===== src/rtl/ysyx_22050078_lsu_ctrl_pkg.sv =====
// Shared LSU types: FSM state codes, access-size codes and mask/alignment helpers.
// Combinational helpers only; no flow control lives here.
package ysyx_22050078_lsu_ctrl_pkg;

   localparam int CPU_WIDTH = 64;

   typedef enum logic [1:0] {
      LSU_IDLE = 2'd0,
      LSU_REQ  = 2'd1,
      LSU_WAIT = 2'd2,
      LSU_DONE = 2'd3
   } lsu_state_e;

   localparam logic [1:0] SZ_BYTE  = 2'b00;
   localparam logic [1:0] SZ_HALF  = 2'b01;
   localparam logic [1:0] SZ_WORD  = 2'b10;
   localparam logic [1:0] SZ_DWORD = 2'b11;

   function automatic logic [7:0] size_mask(input logic [1:0] sz);
      logic [7:0] m;
      m = 8'h01;
      case (sz)
         SZ_BYTE:  m = 8'h01;
         SZ_HALF:  m = 8'h03;
         SZ_WORD:  m = 8'h0F;
         SZ_DWORD: m = 8'hFF;
         default:  m = 8'h01;
      endcase
      return m;
   endfunction

   function automatic logic misaligned(input logic [1:0] sz, input logic [2:0] off);
      logic mis;
      mis = 1'b0;
      case (sz)
         SZ_HALF:  mis = off[0];
         SZ_WORD:  mis = |off[1:0];
         SZ_DWORD: mis = |off;
         default:  mis = 1'b0;
      endcase
      return mis;
   endfunction

endpackage


===== src/rtl/ysyx_22050078_lsu_ext.sv =====
// Load data alignment: shift the bus word down by the byte offset, truncate to size, sign/zero-extend.
// Purely combinational; also used by the WB bypass path.
module ysyx_22050078_lsu_ext
   import ysyx_22050078_lsu_ctrl_pkg::*;
#(
   parameter int DW = CPU_WIDTH
) (
   input  logic [DW-1:0] rdata,
   input  logic [2:0]    off,
   input  logic [2:0]    func3,
   output logic [DW-1:0] data
);

   logic [DW-1:0] sh;
   logic          sgn_en;

   assign sh     = rdata >> {off, 3'b000};
   assign sgn_en = ~func3[2];

   always_comb begin
      data = sh;
      case (func3[1:0])
         SZ_BYTE:  data = {{(DW-8){sgn_en & sh[7]}},  sh[7:0]};
         SZ_HALF:  data = {{(DW-16){sgn_en & sh[15]}}, sh[15:0]};
         SZ_WORD:  data = {{(DW-32){sgn_en & sh[31]}}, sh[31:0]};
         SZ_DWORD: data = sh;
         default:  data = sh;
      endcase
   end

endmodule


===== src/rtl/ysyx_22050078_lsu_ctrl.sv =====
// LSU sequencer: store 3 cycles, load 4+, stalling upstream until the valid/ready bus access completes.
// YSYX_22050078_LSU_MISALIGN_EN adds o_misalign and skips the bus for misaligned accesses.
module ysyx_22050078_lsu_ctrl
   import ysyx_22050078_lsu_ctrl_pkg::*;
#(
   parameter int DW   = CPU_WIDTH,
   parameter int MSKW = DW / 8
) (
   input  logic            clk,
   input  logic            rst_n,
   input  logic            i_ld_en,
   input  logic            i_st_en,
   input  logic [2:0]      i_func3,
   input  logic [DW-1:0]   i_addr,
   input  logic [DW-1:0]   i_wdata,
   output logic            o_stall,
   output logic            o_mem_valid,
   output logic            o_mem_wen,
   output logic [DW-1:0]   o_mem_addr,
   output logic [DW-1:0]   o_mem_wdata,
   output logic [MSKW-1:0] o_mem_wmask,
   input  logic            i_mem_ready,
   input  logic            i_mem_rvalid,
   input  logic [DW-1:0]   i_mem_rdata,
`ifdef YSYX_22050078_LSU_MISALIGN_EN
   output logic            o_misalign,
`endif
   output logic [DW-1:0]   o_ld_data,
   output logic            o_ld_valid
);

   lsu_state_e      state, state_nxt;
   logic            latch, capture;
   logic            mis_now, mis_q;
   logic            is_ld_q;
   logic [2:0]      off_q, func3_q;
   logic [DW-1:0]   addr_q, wdata_q, ld_data_q, ext_data;
   logic [MSKW-1:0] wmask_q, wmask_now;

   assign wmask_now = MSKW'(size_mask(i_func3[1:0])) << i_addr[2:0];

`ifdef YSYX_22050078_LSU_MISALIGN_EN
   assign mis_now    = misaligned(i_func3[1:0], i_addr[2:0]);
   assign o_misalign = (state == LSU_DONE) & mis_q;
`else
   assign mis_now = 1'b0;
`endif

   ysyx_22050078_lsu_ext #(.DW(DW)) u_ext (
      .rdata (i_mem_rdata),
      .off   (off_q),
      .func3 (func3_q),
      .data  (ext_data)
   );

   always_comb begin
      state_nxt = state;
      o_stall   = 1'b0;
      latch     = 1'b0;
      capture   = 1'b0;
      case (state)
         LSU_IDLE: begin
            if (i_ld_en | i_st_en) begin
               o_stall   = 1'b1;
               latch     = 1'b1;
               state_nxt = mis_now ? LSU_DONE : LSU_REQ;
            end
         end
         LSU_REQ: begin
            o_stall = 1'b1;
            if (i_mem_ready) state_nxt = is_ld_q ? LSU_WAIT : LSU_DONE;
         end
         LSU_WAIT: begin
            o_stall = 1'b1;
            if (i_mem_rvalid) begin
               capture   = 1'b1;
               state_nxt = LSU_DONE;
            end
         end
         // Always back to IDLE: the en bits seen here belong to the finished access.
         LSU_DONE: state_nxt = LSU_IDLE;
         default:  state_nxt = LSU_IDLE;
      endcase
   end

   always_ff @(posedge clk or negedge rst_n) begin
      if (!rst_n) begin
         state     <= LSU_IDLE;
         is_ld_q   <= 1'b0;
         mis_q     <= 1'b0;
         off_q     <= '0;
         func3_q   <= '0;
         addr_q    <= '0;
         wdata_q   <= '0;
         wmask_q   <= '0;
         ld_data_q <= '0;
      end else begin
         state <= state_nxt;
         if (latch) begin
            // Load takes priority when both enables are set; the store is dropped.
            is_ld_q <= i_ld_en;
            mis_q   <= mis_now;
            off_q   <= i_addr[2:0];
            func3_q <= i_func3;
            addr_q  <= {i_addr[DW-1:3], 3'b000};
            wdata_q <= i_wdata << {i_addr[2:0], 3'b000};
            wmask_q <= i_ld_en ? '0 : wmask_now;
         end
         if (capture) ld_data_q <= ext_data;
      end
   end

   assign o_mem_valid = (state == LSU_REQ);
   assign o_mem_wen   = (state == LSU_REQ) & ~is_ld_q;
   assign o_mem_addr  = addr_q;
   assign o_mem_wdata = wdata_q;
   assign o_mem_wmask = wmask_q;
   assign o_ld_data   = ld_data_q;
   assign o_ld_valid  = (state == LSU_DONE) & is_ld_q & ~mis_q;

endmodule


===== config.mk =====
export PLATFORM = sky130hd
export DESIGN_NAME = ysyx_22050078_lsu_ctrl
export DESIGN_NICKNAME = d
export VERILOG_FILES = /design/src/rtl/ysyx_22050078_lsu_ctrl_pkg.sv /design/src/rtl/ysyx_22050078_lsu_ext.sv /design/src/rtl/ysyx_22050078_lsu_ctrl.sv
export SDC_FILE = /design/constraint.sdc
export NUM_CORES = 1
export LEC_CHECK = 0
export ABC_AREA = 0
export BUFFER_PORTS_ARGS = -buffer_cell sky130_fd_sc_hd__buf_2
export CAP_MARGIN = 0
export CORE_MARGIN = 5
export CORE_UTILIZATION = 54
export DETAILED_ROUTE_END_ITERATION = 7
export HOLD_SLACK_MARGIN = 0.08
export PLACE_DENSITY = 0.9
export SYNTH_ARGS = -nofsm -noshare
export SYNTH_HDL_FRONTEND = slang
export SYNTH_HIERARCHICAL = 1
export SYNTH_SLANG_ARGS = --single-unit

===== constraint.sdc =====
create_clock -name clk -period 5.1 [get_ports clk]
set_input_delay 0.51 -clock clk [delete_from_list [all_inputs] [get_ports clk]]
set_output_delay 0.51 -clock clk [all_outputs]
set_load 0.02 [all_outputs]

After elaboration in Yosys (flattened, before gate mapping)
Cells that the tools add are included.
- equality and inequality tests: 12
- shift-type cells: 3
- muxes and demuxes: 13
- bitwise logic cells: 8
- reductions and logical operators: 5
- operators by type and width (cell ; count):
    $pmux W64 S4 ; 1
    $shl A64 B6 Y64 ; 1
    $shr A64 B6 Y64 ; 1
    $pmux W8 S4 ; 1
    $eq A2 B2 Y1 const B ; 6
    $mux W8 ; 1
    $pmux W2 S4 ; 1
    $shl A8 B3 Y8 ; 1
    $eq A2 B1 Y1 const B ; 3
    $logic_not A2 Y1 ; 3
    $mux W2 ; 3
    $and A1 B1 Y1 ; 5
    $mux W1 ; 5
    $ne A2 B2 Y1 const B ; 2
    $reduce_and A3 Y1 ; 1
    $ne A2 B1 Y1 const B ; 1
    $not A1 Y1 ; 2
    $pmux W1 S2 ; 1
    $reduce_or A2 Y1 ; 1
    $or A1 B1 Y1 ; 1
- register bits after elaboration: 206
- input bits: 201
- output and inout port bits: 204
- logic and storage cells: 49

Longest topological paths before layout
- word-level depth: 4
- gate-level depth with buffers: 8
- depth with buffers taken out: 6

Cells and area by module
Netlist, hierarchy kept.
- modules (own cells, without submodules) (module ; instances ; cells each ; area an instance (um^2)):
    ysyx_22050078_lsu_ctrl ; 1 ; 765 ; 9527.9
    ysyx_22050078_lsu_ext ; 1 ; 258 ; 2543.7

Worst setup path after synthesis
No wires, ideal clock.
- path kind: reg2out
- start: reg state[0]
- end: out o_stall
- arrival: 1678 ps
- required time: 4590 ps
- setup slack: 2912 ps
- stages on the path, launching flop included: 8
- path buffers: 3
- path through: dfrtp_1 inv_1 ha_1 o21ai_2 buf_6 buf_2 buf_2 a21oi_1
- word-level cells in the longest chain between the ends: 3
- elaborated cells on any way between the ends: 5
- classes of those cells: eq/ne (2); mux (1); reduce/logical (2)
- ends and longest elaborated chain (item ; line ; RTL):
    from (decl) ; ysyx_22050078_lsu_ctrl.sv:32 ; lsu_state_e state, state_nxt;
    from (signal assigned) ; ysyx_22050078_lsu_ctrl.sv:98 ; state <= state_nxt;
    $eq A2 B1 Y1 or $eq A2 B2 Y1 (tied branches) ; ysyx_22050078_lsu_ctrl.sv:61 ; case (state)
    $reduce_or A2 Y1 (no line) ; - ;
    $pmux W1 S2 (*) ; ysyx_22050078_lsu_ctrl.sv:61 ;
    to (decl) ; ysyx_22050078_lsu_ctrl.sv:16 ; output logic o_stall,
Every way passes the cells marked *; elsewhere a longest branch is shown, timed or not.

Final worst setup path
- start: reg off_q[1]
- end: reg ld_data_q[62], in the netlist o_ld_data[62]
- word-level cells in the longest chain between the ends: 3
- elaborated cells on any way between the ends: 5
- classes of those cells: shift (1); mux (1); bitwise (3)
- ends and longest elaborated chain (item ; line ; RTL):
    from (decl) ; ysyx_22050078_lsu_ctrl.sv:36 ; logic [2:0] off_q, func3_q;
    from (signal assigned) ; ysyx_22050078_lsu_ctrl.sv:103 ; off_q <= i_addr[2:0];
    $shr A64 B6 Y64 (*) ; ysyx_22050078_lsu_ext.sv:17 ; assign sh = rdata >> {off, 3'b000};
    $and A1 B1 Y1, on equally long branches ; ysyx_22050078_lsu_ext.sv:25, ysyx_22050078_lsu_ext.sv:23, ysyx_22050078_lsu_ext.sv:24 ;
    $pmux W64 S4 (*) ; ysyx_22050078_lsu_ext.sv:22 ; case (func3[1:0])
    via ext_data[62] ; ysyx_22050078_lsu_ctrl.sv:37 ; logic [DW-1:0] addr_q, wdata_q, ld_data_q, ext_data;
    to (signal assigned) ; ysyx_22050078_lsu_ctrl.sv:109 ; if (capture) ld_data_q <= ext_data;
    to (decl) ; ysyx_22050078_lsu_ctrl.sv:37 ;
Mark *: on every way through the listed nets, which the timed path passes. The rest lies on a longest branch. The select of a mux whose other input is x is not followed.
A chain may end at the register's enable or synchronous reset.

==> run_results.csv <==
group,metric,value,unit
route,routed_wl,39600,um
sta,maxSlewViolCount,0,
finish,area_growth,22.4,%
finish,fin_nets,1575,
global_routing,grt_max_degree,132,
yosys,ys_types,54,
yosys,synth_top_family_by_area,"multiplexers",
pwr,intPower,5540,uW
route,first_iter_violations,1137,
yosys,yosys.area_share.simple,11.6,%
worst_setup_path,arrival,3690,ps
global_routing,grt_util_met1,35.7,%
sta,max_slew.worst_pin.slew,1120,ps
route,firstDrtPassIters,6,
placement,port_buffers,401,
yosys,yosys.area_share.adder,0.622,%
pwr,p_comb_share,51.1,%
yosys,seq_area_frac_synth,42.7,%
global_routing,grt_pass1_wl,61400,um
cts,htreeDepth,1,
finish,drive_gt1_share,50.8,%
pwr,swShare,43.4,%
sta,hold_viol,0,
yosys,synth_warnings,6,
worst_setup_path,critPathSlowestCell,"dfrtp_2",
global_routing,grtUsageMet2,49.9,%
finish,multi_input_area,6280,um2
cts,post-cts-setup-buffers,0,
pwr,pwr-share-seq,30.6,%
pwr,peakVddDrop,0.456,mV
yosys,synth_xor_area_share,0,%
worst_setup_path,crit_family,"buffers and inverters",
run,maxCapViolations,0,
route,antenna_left,0,
global_routing,grt_overflow,0,
pwr,clock_power_share,18.4,%
floorplan,rows,54,
cts,path_clk_slew,60,ps
sta,setup_viol,0,
cts,cts_buffers,24,
sta,period_share,64.7,%
yosys,synth_area_per_cell,11.8,um2
floorplan,ioPinCount,405,
global_routing,gr-usage-all-layers,29.7,%
worst_setup_path,worst-endpoint-required,5490,ps
worst_setup_path,rrSetupSlack,1800,ps
finish,design_area,14800,um2
route,wl_per_cell,23.7,um
yosys,synth_compound_area_share,11.0,%
yosys,syn_area,12100,um2
global_routing,antenna_found_initial,3,
floorplan,die_w,160,um
worst_setup_path,worst_path_most_repeated_cell,"buf_4",
finish,register_area,5160,um2
sta,fmax,303,MHz
placement,hpwl,28700,um
worst_setup_path,endpoint_kind,"flip-flop",
global_routing,grt_pass1_vias,10911,
worst_setup_path,critPathBufInv,2,
floorplan,core_area,21900,um2
pwr,netSwitchingPower,4240,uW
placement,gp_congestion,0.959,
pwr,powerDensity,663,nW/um2
cts,worstSkewPairLatency,510,ps
yosys,postSynthCellCount,1023,
cts,ctsResizeCount,0,
status,status,"completed",
cts,clock_tree.root_cell,"clkbuf_16",
cts,hold_buffers,0,
finish,fill_cells,1646,
sta,relSlewSlack,25.5,%
yosys,ys_ff_latch,206,
yosys,async_reset_ff_share,100,%
yosys,synth_edf_count,0,
cts,clk_path_buf_depth,3,
placement,postPlaceCellArea,13900,um2
sta,rsz0062_at_grt,"false",
worst_setup_path,path_cells,"buf_4 -> mux2i_2 -> nand3_1 -> o2111ai_4 -> buf_4 -> nand4_1 -> mux2_2",
worst_setup_path,path_max_fanout,35,
placement,dpl.cell_count,1622,
floorplan,die_area,25400,um2
worst_setup_path,critical_path_class,"reg -> reg",
sta,fin_skew,10.6,ps
worst_setup_path,start_kind,"flip-flop",
pwr,finalPower,9790,uW
floorplan,initial_core_util,55.1,%
route,vias,10458,
global_routing,gr-usage-met3,7.25,%
route,drcViolationCount,0,
pwr,p_leak,0.00719,uW
floorplan,die_h,160,um
finish,finalNonFillerCells,1668,
global_routing,top_usage_layer,"met2",
cts,cts_sinks,206,
sta,period_minus_slack,3300,ps
min_path,hp-class,"in -> async",
yosys,synth-main-ff-cell,"dfrtp_1",
yosys,synth_mux_area_share,28.3,%
worst_setup_path,cp_slowest_stage_delay,690,ps
cts,cts_tree,"done",
route,vias_per_cell,6.27,
sta,finalSetupTns,0,ps
## layer usage
layer	part of all wire [%]	routed length [um]
met2	49	19500
met5	0.068	27
met1	35	14000
met3	9.5	3760
met4	5.7	2260
## cell type report
cell class | instances | share of cell area (%)
multi-input cells | 717 | 42.5
flip-flops and latches | 206 | 34.9
repair buffers | 411 | 14.3
clock buffers | 32 | 4.62
well taps | 280 | 2.37
clock inverters | 12 | 0.983
inverters | 8 | 0.203
diodes | 2 | 0.0339
## placed cells by master (no fill, tap or decap), types with 10 or more instances in the layout
cell / synthesis / routed
clkbuf_16: 0 / 25
o31ai_1: 13 / 13
dfrtp_1: 206 / 204
buf_2: 42 / 399
a22oi_1: 22 / 22
mux2_1: 16 / 16
nor2_1: 31 / 31
o21ai_1: 30 / 30
a21oi_1: 23 / 23
nand3_2: 10 / 10
nand2_1: 118 / 117
nand4_2: 25 / 24
mux2_2: 154 / 154
nor2b_1: 23 / 23
mux4_2: 43 / 43
mux2i_1: 51 / 51
o22ai_1: 16 / 16
o21ai_0: 32 / 32
nand3_1: 10 / 10
## power by group through the flow
stage,registers (uW),logic (uW),clock network (uW)
3_3_place_gp,2930,4780,0
6_report,2990,5000,1800
5_1_grt,3070,5320,1900
3_5_place_dp,2980,4960,0
4_1_cts,2970,4990,1820
2_1_floorplan,3650,2760,0
## cell usage after synthesis (25+ instances only)
| cell | instances | share of area [%] |
|---|---|---|
| o21ai_0 | 32 | 1.3 |
| nand2_1 | 118 | 3.7 |
| buf_2 | 42 | 1.7 |
| dfrtp_1 | 206 | 43 |
| mux4_2 | 43 | 8.0 |
| nor2_1 | 31 | 0.96 |
| buf_6 | 29 | 2.7 |
| mux2i_1 | 51 | 4.2 |
| nand4_2 | 25 | 2.6 |
| o21ai_1 | 30 | 1.2 |
| mux2_2 | 154 | 14 |
## registers in the layout, summed over array words and instances (netlist names)
register	flops
is_ld_q	1
o_mem_wdata	64
func3_q	3
off_q	3
o_mem_wmask	8
o_ld_data	64
o_mem_addr	61
state	2
## through the flow
step                      setup WS, ps  util, %  hold slack (ps)
after floorplan                   2910        -              214
after global placement            2050     63.7              457
after detailed placement          1890     63.7              461
after CTS                         1870     67.5              129
after global routing              1630     67.5              175
final                             1800     67.5              112
## logic make-up after synthesis
family / Yosys count
flip-flops: 206
multiplexers: 266
adder cells (fa/ha/maj): 6
AO/OA/AOI/OAI: 193
buffers and inverters: 102
other: 1
AND/OR/NAND/NOR: 249
## final timing paths
check,cells past startpoint,end,from
worst max-delay path,7,o_ld_data[62],off_q[1]
worst min-delay path,1,o_mem_addr[35],rst_n
worst max register to register,7,o_ld_data[62],off_q[1]
worst min register to register,2,o_mem_wdata[10],o_mem_wdata[10]
max in group asynchronous,2,off_q[0],rst_n
min in group clk,2,o_mem_addr[62],i_addr[62]
No activity file was read; power rests on OpenSTA's default activity.
